File: src/rtl/c4_pkg.sv
// Shared Connect-Four constants, cell/winner codes and grid index helpers.
// Cell (r,c) occupies grid[cell_idx(r,c) -: 2]; row 0 is the bottom row.
package c4_pkg;
    localparam int ROWS       = 6;
    localparam int COLS       = 7;
    localparam int FULL_MOVES = ROWS * COLS;

    localparam logic [1:0] CELL_EMPTY = 2'b00;
    localparam logic [1:0] CELL_P0    = 2'b01;
    localparam logic [1:0] CELL_P1    = 2'b10;

    localparam logic [1:0] WIN_NONE = 2'b00;
    localparam logic [1:0] WIN_P0   = 2'b01;
    localparam logic [1:0] WIN_P1   = 2'b10;
    localparam logic [1:0] WIN_DRAW = 2'b11;

    typedef enum logic [2:0] {IDLE, PLACE, CHK_H, CHK_V, CHK_D1, CHK_D2} state_e;

    function automatic logic [6:0] cell_idx(input int r, input int c);
        return 7'(13 - 2 * c + 14 * r);
    endfunction

    function automatic logic [2:0] opt_col(input logic [6:0] opt);
        return 3'((13 - int'(opt % 7'd14)) / 2);
    endfunction

    function automatic logic [3:0] opt_row(input logic [6:0] opt);
        return 4'(opt / 7'd14);
    endfunction

    function automatic logic [2:0] col_count(input logic [20:0] counts, input logic [2:0] c);
        logic [23:0] ext;
        ext = {3'b000, counts};
        return ext[3 * c +: 3];
    endfunction

    function automatic logic in_board(input int r, input int c);
        return (r >= 0) && (r < ROWS) && (c >= 0) && (c < COLS);
    endfunction
endpackage

File: src/rtl/c4_run_count.sv
// Combinational run length through the placed cell along one direction,
// looking up to three cells each way and stopping at the board edge.
module c4_run_count
    import c4_pkg::*;
(
    input  logic [83:0]       grid_i,
    input  logic [2:0]        row_i,
    input  logic [2:0]        col_i,
    input  logic signed [1:0] dr_i,
    input  logic signed [1:0] dc_i,
    input  logic [1:0]        code_i,
    output logic [2:0]        run_o
);
    always_comb begin
        int   rr;
        int   cc;
        logic fwd_go;
        logic bwd_go;
        run_o  = 3'd1;
        rr     = 0;
        cc     = 0;
        fwd_go = 1'b1;
        bwd_go = 1'b1;
        for (int k = 1; k <= 3; k++) begin
            rr = int'(row_i) + k * int'(dr_i);
            cc = int'(col_i) + k * int'(dc_i);
            if (fwd_go && in_board(rr, cc) && grid_i[cell_idx(rr, cc) -: 2] == code_i)
                run_o = run_o + 3'd1;
            else
                fwd_go = 1'b0;
        end
        for (int k = 1; k <= 3; k++) begin
            rr = int'(row_i) - k * int'(dr_i);
            cc = int'(col_i) - k * int'(dc_i);
            if (bwd_go && in_board(rr, cc) && grid_i[cell_idx(rr, cc) -: 2] == code_i)
                run_o = run_o + 3'd1;
            else
                bwd_go = 1'b0;
        end
    end
endmodule

File: src/rtl/board_state.sv
// Authoritative Connect-Four board: accepts human drops and AI moves in IDLE,
// places the piece, then checks one line direction per cycle for a win or draw.
module board_state
    import c4_pkg::*;
(
    input  logic        clk,
    input  logic        rst,
    input  logic        sw,
    input  logic [2:0]  col_sel,
    input  logic        drop,
    input  logic        restart,
    input  logic [6:0]  ai_opt,
    input  logic        ai_move,
    output logic [83:0] grid,
    output logic [20:0] column_counts,
    output logic        player,
    output logic [1:0]  winner,
    output logic        game_over,
    output logic [5:0]  move_count
);
    state_e      state_q;
    logic [83:0] grid_q;
    logic [20:0] counts_q;
    logic        player_q;
    logic [1:0]  winner_q;
    logic [5:0]  moves_q;
    logic [2:0]  col_q;
    logic [2:0]  row_q;
    logic        win_q;

    logic              accept_d;
    logic [2:0]        tgt_col_d;
    logic [2:0]        ai_col;
    logic [3:0]        ai_row;
    logic              ai_ok;
    logic              fb_found;
    logic [2:0]        fb_col;
    logic [2:0]        cur_row;
    logic [1:0]        code;
    logic signed [1:0] dr;
    logic signed [1:0] dc;
    logic [2:0]        run_len;

    assign code    = player_q ? CELL_P1 : CELL_P0;
    assign cur_row = col_count(counts_q, col_q);

    // Request arbitration: whose turn it is decides which request is even looked at.
    always_comb begin
        ai_col    = opt_col(ai_opt);
        ai_row    = opt_row(ai_opt);
        fb_found  = 1'b0;
        fb_col    = 3'd0;
        for (int c = COLS - 1; c >= 0; c--) begin
            if (col_count(counts_q, 3'(c)) < 3'(ROWS)) begin
                fb_found = 1'b1;
                fb_col   = 3'(c);
            end
        end
        ai_ok = ai_opt[0] && (ai_col < 3'(COLS)) && (ai_row < 4'(ROWS))
                && (ai_row == {1'b0, col_count(counts_q, ai_col)});
        accept_d  = 1'b0;
        tgt_col_d = col_sel;
        if (state_q == IDLE && winner_q == WIN_NONE) begin
            if (player_q && sw) begin
                if (ai_move && (ai_ok || fb_found)) begin
                    accept_d  = 1'b1;
                    tgt_col_d = ai_ok ? ai_col : fb_col;
                end
            end else if (drop && col_sel < 3'(COLS) && col_count(counts_q, col_sel) < 3'(ROWS)) begin
                accept_d = 1'b1;
            end
        end
    end

    always_comb begin
        dr = 2'sd1;
        dc = 2'sd0;
        case (state_q)
            CHK_H:   begin dr = 2'sd0; dc = 2'sd1;  end
            CHK_D1:  begin dr = 2'sd1; dc = 2'sd1;  end
            CHK_D2:  begin dr = 2'sd1; dc = -2'sd1; end
            default: begin dr = 2'sd1; dc = 2'sd0;  end
        endcase
    end

    c4_run_count u_run (
        .grid_i (grid_q),
        .row_i  (row_q),
        .col_i  (col_q),
        .dr_i   (dr),
        .dc_i   (dc),
        .code_i (code),
        .run_o  (run_len)
    );

    always_ff @(posedge clk or posedge rst) begin
        if (rst) begin
            state_q  <= IDLE;
            grid_q   <= '0;
            counts_q <= '0;
            player_q <= 1'b0;
            winner_q <= WIN_NONE;
            moves_q  <= '0;
            col_q    <= '0;
            row_q    <= '0;
            win_q    <= 1'b0;
        end else if (restart) begin
            state_q  <= IDLE;
            grid_q   <= '0;
            counts_q <= '0;
            player_q <= 1'b0;
            winner_q <= WIN_NONE;
            moves_q  <= '0;
            col_q    <= '0;
            row_q    <= '0;
            win_q    <= 1'b0;
        end else begin
            case (state_q)
                IDLE: begin
                    if (accept_d) begin
                        col_q   <= tgt_col_d;
                        win_q   <= 1'b0;
                        state_q <= PLACE;
                    end
                end
                PLACE: begin
                    row_q    <= cur_row;
                    grid_q   <= grid_q | (84'(code) << (cell_idx(int'(cur_row), int'(col_q)) - 7'd1));
                    counts_q <= counts_q + (21'd1 << (3 * int'(col_q)));
                    moves_q  <= moves_q + 6'd1;
                    state_q  <= CHK_H;
                end
                CHK_H: begin
                    win_q   <= win_q | (run_len >= 3'd4);
                    state_q <= CHK_V;
                end
                CHK_V: begin
                    win_q   <= win_q | (run_len >= 3'd4);
                    state_q <= CHK_D1;
                end
                CHK_D1: begin
                    win_q   <= win_q | (run_len >= 3'd4);
                    state_q <= CHK_D2;
                end
                CHK_D2: begin
                    // Win beats draw: a 42nd piece completing a line is still a win.
                    if (win_q || run_len >= 3'd4)
                        winner_q <= code;
                    else if (moves_q == 6'(FULL_MOVES))
                        winner_q <= WIN_DRAW;
                    else
                        player_q <= ~player_q;
                    state_q <= IDLE;
                end
                default: state_q <= IDLE;
            endcase
        end
    end

    assign grid          = grid_q;
    assign column_counts = counts_q;
    assign player        = player_q;
    assign winner        = winner_q;
    assign game_over     = (winner_q != WIN_NONE);
    assign move_count    = moves_q;
endmodule
File: config.mk
export PLATFORM = sky130hd
export DESIGN_NAME = board_state
export DESIGN_NICKNAME = d
export VERILOG_FILES = /design/src/rtl/c4_pkg.sv /design/src/rtl/c4_run_count.sv /design/src/rtl/board_state.sv
export SDC_FILE = /design/constraint.sdc
export NUM_CORES = 1
export LEC_CHECK = 0
export BUFFER_PORTS_ARGS = -buffer_cell sky130_fd_sc_hd__buf_2
export CAP_MARGIN = 15
export CORE_MARGIN = 2
export CORE_UTILIZATION = 35
export DETAILED_ROUTE_END_ITERATION = 16
export GPL_TIMING_DRIVEN = 0
export PLACE_DENSITY = 0.6
export SLEW_MARGIN = 15
export SYNTH_ARGS = -nofsm -noshare
export SYNTH_HDL_FRONTEND = slang
export SYNTH_SLANG_ARGS = --single-unit
File: constraint.sdc
create_clock -name clk -period 27.6 [get_ports clk]
set_clock_uncertainty 0.05 [all_clocks]
set_input_delay 2.76 -clock clk [delete_from_list [all_inputs] [get_ports clk]]
set_output_delay 2.76 -clock clk [all_outputs]
set_load 0.01 [all_outputs]
==> results.sh, run 1 <==
export IMPL_tns_ns=0
export IMPL_cts_root_buf="clkbuf_16"
export IMPL_grt_antenna_before_repair=0
export IMPL_mappedNetlistNets=1773
export IMPL_clock_fmax_mhz=88.3
export IMPL_die_x_um=213
export IMPL_overflow=0
export IMPL_clk_path_buf_depth=2
export IMPL_slew_violations=0
export IMPL_clk_latency_ns=0.45
export IMPL_io_pins=131
export IMPL_drc=0
export IMPL_syn_inst=1564
export IMPL_crit_top_cell="ha_1"
export IMPL_finalSetupViolations=0
export IMPL_fp_dieH_um=213
export IMPL_min_from="move_count[5]$_DFFE_PP0P_"
export IMPL_avgSynthCellArea_sq_um=9.78
export IMPL_dp_final_hpwl_um=42000
export IMPL_cts_resized_gates=0
export IMPL_yosys_warnings=0
export IMPL_synth_flop_cell="dfrtp_1"
export IMPL_tightestPinTransition_ns=1.20
export IMPL_initial_utilization_pct=35.5
export IMPL_maxCapViolations=0
export IMPL_port_buffers=127
export IMPL_die_area_sq_um=45400
export IMPL_n_fill_cell=4219
export IMPL_holdPathEnd="move_count[5]$_DFFE_PP0P_"
export IMPL_grt_max_degree=64
export IMPL_cp_start_kind="flip-flop"
export IMPL_min_period_ns=11.32
export IMPL_fin_crit_sh_pct=41.0
export IMPL_worstSetupPathType="reg2reg"
export IMPL_wl_per_cell_um=23.5
export IMPL_max_stage_delay_ns=0.77
export IMPL_min_path_cells=2
export IMPL_hold_path_class="reg2reg"
export IMPL_drive_gt1_share_pct=20.9
export IMPL_rows=76
export IMPL_cts_clk_slew_worst_paths_ns=0.06
export IMPL_cp_arrival_ns=11.60
export IMPL_ys_top_cells_by_area="dfrtp_1 (20%), mux4_2 (19%), ha_1 (13%)"
export IMPL_gp_congestion=0.954
export IMPL_fin_ws_ns=16.28
export IMPL_drtIter0Drc=1421
export IMPL_end_kind="flip-flop"
export IMPL_synth_seq_area_share_pct=20.3
export IMPL_hold_viol=0
export IMPL_relSlewSlack_pct=19.7
export IMPL_synth_top_area_share_pct=20.3
export IMPL_dp_slack_ns=16.27
export IMPL_rsz0062_at_grt="no"
export IMPL_synth_cell_type_count=82
export IMPL_crit_path_top_delay_cell="clkbuf_1"
export IMPL_route_detailed_vias_per_inst=6.08
export IMPL_ys_async_sr_fraction_pct=100
export IMPL_ant_nets=0
export IMPL_syn2layout_area_growth_pct=13.3
export IMPL_numCtsBuffers=17
export IMPL_ctsHoldBuffers=0
export IMPL_r2r_cells=34
export IMPL_reg2reg_setup_slack_ns=16.28
export IMPL_vias=14047
export IMPL_synth_top_area_cell="dfrtp_1"
export IMPL_synth_edf_count=0
export IMPL_synth_seq_cells=124
export IMPL_h_tree_depth=4
export IMPL_netlist_area_sq_um=15300
export IMPL_cp_max_fo=15
export IMPL_postCtsSetupRepairBufs=0
export IMPL_r2r_end="player$_DFFE_PP0P_"
export IMPL_clock_sinks=124
export IMPL_r2r_start="state_q[1]$_DFFE_PP0P_"
export IMPL_dr_pass1_iters=6
export IMPL_cts_tree="yes"
export IMPL_required_ns=27.88
export IMPL_fp_coreArea_sq_um=43100
export IMPL_outcome="finished clean"
export IMPL_grt_pass1_vias=13878
export IMPL_wl_um=54300
export IMPL_final_cell_mix="nor2_1 (179), ha_1 (159), a21oi_1 (155)"
export IMPL_layout_nets=1921
export IMPL_grt_usage_pct=24.4
export IMPL_grt_pass1_wl_um=83100
export IMPL_antenna_cells=0
export IMPL_final_common_cell="nor2_1"
[through the flow]
| stage | utilization (%) | instance area [sq um] | std cells | hold WS [ns] |
|---|---|---|---|---|
| after floorplan | - | 15300 | 1564 | 0.464 |
| after global placement | 38.7 | 16700 | 2276 | 0.514 |
| after detailed placement | 38.9 | 16700 | 2278 | 0.520 |
| after CTS | 40.2 | 17300 | 2310 | 0.530 |
| after global routing | 40.2 | 17300 | 2310 | 0.573 |
| final | 40.2 | 17300 | 2310 | 0.535 |
[state kept, by name (all words and copies together) (netlist names)]
signal / flops
row_q: 3
player: 1
state_q: 3
move_count: 6
col_q: 3
winner: 2
column_counts: 21
win_q: 1
grid: 84
[cell families after synthesis]
family / count (synthesis) / share of synthesized area, %
simple gates: 390 / 12.1
mux: 192 / 23.6
fa+ha+maj: 194 / 17.5
buf+inv: 208 / 5.67
xor+xnor: 101 / 6.24
compound gates: 355 / 14.6
flops: 124 / 20.3
[metal layers]
layer,vias to the layer above,part of all wire [%],wire (um),track usage [%]
li1,6088,-,-,-
met1,7040,41,22200,32.7
met2,801,46,24800,38.0
met3,118,9.6,5240,5.52
met4,0,3.9,2110,9.77
met5,-,0,0,0
[synth_stat cells (14+ instances only)]
| cell type | count |
|---|---|
| nor2_1 | 179 |
| ha_1 | 159 |
| a21oi_1 | 155 |
| mux4_2 | 132 |
| inv_1 | 127 |
| dfrtp_1 | 124 |
| xnor2_1 | 56 |
| nand2_1 | 53 |
| o21ai_0 | 50 |
| clkbuf_1 | 43 |
| mux2i_1 | 40 |
| xor2_1 | 39 |
| nand3_1 | 38 |
| fa_1 | 34 |
| nor3_1 | 25 |
| a21o_1 | 23 |
| a31oi_1 | 22 |
| or3_1 | 21 |
| nor2b_1 | 18 |
| mux2_2 | 17 |
| a211oi_1 | 15 |
| buf_1 | 14 |
[cell type report]
cell class | count | area, sq um | share of cell area, %
Tap cell | 585 | 732 | 4.22
Multi-Input combinational cell | 1232 | 11400 | 65.6
Clock buffer | 23 | 498 | 2.87
Timing Repair Buffer | 129 | 674 | 3.89
Buffer | 78 | 380 | 2.19
Sequential cell | 124 | 3100 | 17.9
Clock inverter | 9 | 86.3 | 0.498
Inverter | 130 | 493 | 2.84
[critical path, delay by kind of cell, from the launching register on]
family / cells / cell delay, ns
compound gates: 7 / 1.45
fa+ha+maj: 6 / 2.23
buf+inv: 4 / 1.98
flops: 1 / 0.47
mux: 4 / 1.72
simple gates: 13 / 3.31
[worst max path at each step]
stage,end,start
2_1_floorplan,player$_DFFE_PP0P_,state_q[2]$_DFFE_PP0P_
3_3_place_gp,player$_DFFE_PP0P_,state_q[2]$_DFFE_PP0P_
3_5_place_dp,player$_DFFE_PP0P_,state_q[2]$_DFFE_PP0P_
4_1_cts,player$_DFFE_PP0P_,state_q[2]$_DFFE_PP0P_
5_1_grt,player$_DFFE_PP0P_,state_q[1]$_DFFE_PP0P_
6_report,player$_DFFE_PP0P_,state_q[1]$_DFFE_PP0P_
Power of run 1 is not shown: default switching activity piles up to over one toggle a cycle in this logic, so the estimate is an artifact.
==> run 2: changes to the inputs <==
--- a/config.mk
+++ b/config.mk
@@ -5,6 +5,7 @@
 export SDC_FILE = /design/constraint.sdc
 export NUM_CORES = 1
 export LEC_CHECK = 0
+export ABC_AREA = 1
 export BUFFER_PORTS_ARGS = -buffer_cell sky130_fd_sc_hd__buf_2
 export CAP_MARGIN = 15
 export CORE_MARGIN = 2
==> constraint.sdc (replaced) <==
create_clock -name clk -period 11.45 [get_ports clk]
set_clock_uncertainty 0.05 [all_clocks]
set_input_delay 1.145 -clock clk [delete_from_list [all_inputs] [get_ports clk]]
set_output_delay 1.145 -clock clk [all_outputs]
set_load 0.01 [all_outputs]
==> results.sh, run 2 <==
export IMPL_synth_top_area_share_pct=20.8
export IMPL_placed_cells_incl_taps=2928
export IMPL_fin_crit_sh_pct=88.4
export IMPL_clk_path_buf_depth=2
export IMPL_rsz0062_at_grt="no"
export IMPL_min_from="winner[1]$_DFFE_PP0P_"
export IMPL_cts_root_buf="clkbuf_16"
export IMPL_antenna_cells=0
export IMPL_r2r_cells=47
export IMPL_ant_nets=0
export IMPL_clock_sinks=124
export IMPL_slew_violations=0
export IMPL_synth_edf_count=0
export IMPL_max_stage_delay_ns=0.66
export IMPL_ctsHoldBuffers=0
export IMPL_fp_dieH_um=211
export IMPL_wl_per_cell_um=22.6
export IMPL_cts_resized_gates=0
export IMPL_initial_utilization_pct=35.6
export IMPL_port_buffers=129
export IMPL_drtIter0Drc=1685
export IMPL_multiInputGateArea_sq_um=10200
export IMPL_wl_met2_um=29900
export IMPL_grt_max_degree=70
export IMPL_ys_top_cells_by_area="dfrtp_1 (21%), nand2_1 (14%), ha_1 (13%)"
export IMPL_largest_reg_flops=84
export IMPL_hold_viol=0
export IMPL_grt_usage_pct=29.9
export IMPL_io_pins=131
export IMPL_final_cell_area_sq_um=16900
export IMPL_dr_pass1_iters=6
export IMPL_synth_most_common_cell="nand2_1"
export IMPL_grt_pass1_wl_um=99300
export IMPL_layout_nets=2617
export IMPL_route_detailed_vias_per_inst=5.58
export IMPL_crit_top_cell="nand2_1"
export IMPL_wl_um=66800
export IMPL_postPlaceCellArea_sq_um=16300
export IMPL_worstSetupPathType="reg2reg"
export IMPL_synth_cell_type_count=63
export IMPL_syn_inst=2259
export IMPL_outcome="finished clean"
export IMPL_grt_pass1_vias=16054
export IMPL_cp_max_fo=8
export IMPL_routedLengthMet1_um=28700
export IMPL_reg2reg_setup_slack_ns=1.33
export IMPL_grt_antenna_before_repair=1
export IMPL_vias=16510
export IMPL_min_period_ns=10.12
export IMPL_numCtsBuffers=17
export IMPL_synth_flop_cell="dfrtp_1"
export IMPL_dr_max_layer_used="met5"
export IMPL_avgSynthCellArea_sq_um=6.62
export IMPL_cp_arrival_ns=10.42
export IMPL_end_kind="flip-flop"
export IMPL_crit_path_top_delay_cell="xor2_1"
export IMPL_rows=75
export IMPL_relSlewSlack_pct=39.6
export IMPL_required_ns=11.75
export IMPL_die_x_um=211
export IMPL_register_area_sq_um=3100
export IMPL_maxCapViolations=0
export IMPL_holdPathEnd="winner[1]$_DFFE_PP0P_"
export IMPL_min_path_cells=2
export IMPL_stdcell_count=2958
export IMPL_netlist_area_sq_um=14900
export IMPL_dp_final_hpwl_um=53900
export IMPL_n_fill_cell=4541
export IMPL_drive_gt1_share_pct=9.92
export IMPL_hold_path_class="reg2reg"
export IMPL_yosys_warnings=0
export IMPL_postCtsSetupRepairBufs=0
export IMPL_synth_seq_cells=124
export IMPL_cp_start_kind="flip-flop"
export IMPL_clk_latency_ns=0.44
export IMPL_final_cell_mix="nand2_1 (543), inv_1 (333), o21ai_0 (201)"
export IMPL_cts_tree="yes"
export IMPL_overflow=0
export IMPL_final_common_cell="nand2_1"
export IMPL_h_tree_depth=4
export IMPL_synth_seq_area_share_pct=20.8
export IMPL_r2r_start="state_q[2]$_DFFE_PP0P_"
export IMPL_ys_async_sr_fraction_pct=100
export IMPL_syn2layout_area_growth_pct=13.0
export IMPL_finalSetupViolations=0
export IMPL_drc=0
export IMPL_tightestPinTransition_ns=0.903
export IMPL_fp_coreArea_sq_um=42000
export IMPL_tns_ns=0
export IMPL_clock_fmax_mhz=98.8
export IMPL_synth_top_area_cell="dfrtp_1"
export IMPL_die_area_sq_um=44400
export IMPL_gp_congestion=1.02
export IMPL_dr_wl_met3_um=5680
export IMPL_netlist_top_cells_count="nand2_1 (543), inv_1 (334), o21ai_0 (201), a21oi_1 (174), nand3_1 (165)"
export IMPL_mappedNetlistNets=2468
export IMPL_cts_clk_slew_worst_paths_ns=0.06
export IMPL_r2r_end="player$_DFFE_PP0P_"
run 2: final cells by class:
| type | instances | area share (%) |
|---|---|---|
| Tap cell | 539 | 3.99 |
| Clock buffer | 20 | 2.65 |
| Multi-Input combinational cell | 1718 | 60.6 |
| Clock inverter | 10 | 0.845 |
| Timing Repair Buffer | 130 | 3.99 |
| Inverter | 343 | 7.65 |
| Sequential cell | 124 | 18.4 |
| Buffer | 74 | 1.89 |
run 2: per-stage QoR:
stage | utilization [%] | setup WS, ns | hold slack [ns]
floorplan | - | 3.93 | 0.467
global placement | 38.7 | 1.65 | 0.468
detailed placement | 38.8 | 1.52 | 0.473
CTS | 40.2 | 1.49 | 0.489
global route | 40.2 | 0.763 | 0.514
finish | 40.2 | 1.33 | 0.486
run 2: kinds of logic (layout without fill, tap and decap cells):
group / Yosys count / count (layout) / share of synthesized area [%]
xor+xnor: 74 / 74 / 4.54
flops: 124 / 124 / 20.8
simple gates: 956 / 956 / 27.7
buf+inv: 417 / 577 / 10.7
compound gates: 495 / 495 / 18.4
fa+ha+maj: 193 / 193 / 17.9
run 2: how the worst max path moves through the flow:
stage / start / end / slack [ns] / depth (start not counted)
5_1_grt: state_q[2]$_DFFE_PP0P_ / player$_DFFE_PP0P_ / 0.76 / 46
3_5_place_dp: state_q[2]$_DFFE_PP0P_ / winner[1]$_DFFE_PP0P_ / 1.52 / 48
2_1_floorplan: state_q[2]$_DFFE_PP0P_ / winner[1]$_DFFE_PP0P_ / 3.93 / 47
3_3_place_gp: state_q[2]$_DFFE_PP0P_ / winner[1]$_DFFE_PP0P_ / 1.65 / 47
4_1_cts: state_q[2]$_DFFE_PP0P_ / winner[1]$_DFFE_PP0P_ / 1.49 / 48
6_report: state_q[2]$_DFFE_PP0P_ / player$_DFFE_PP0P_ / 1.33 / 47
run 2: worst max-delay path, delay by kind of cell (launching register included):
kind                     cells  cell delay [ns]
XOR/XNOR                     2             0.84
AND/OR/NAND/NOR             21             3.07
adder cells (fa/ha/maj)      9             3.04
AO/OA/AOI/OAI                7             1.59
flip-flops                   1             0.42
buffers and inverters        8             1.01
run 2: routing by layer:
metal / track usage, % / up-vias
li1: - / 7755
met1: 39.7 / 7891
met2: 47.8 / 705
met3: 7.15 / 153
met4: 9.88 / 6
met5: 1.33 / -
Power of run 2 is left out for the same reason.
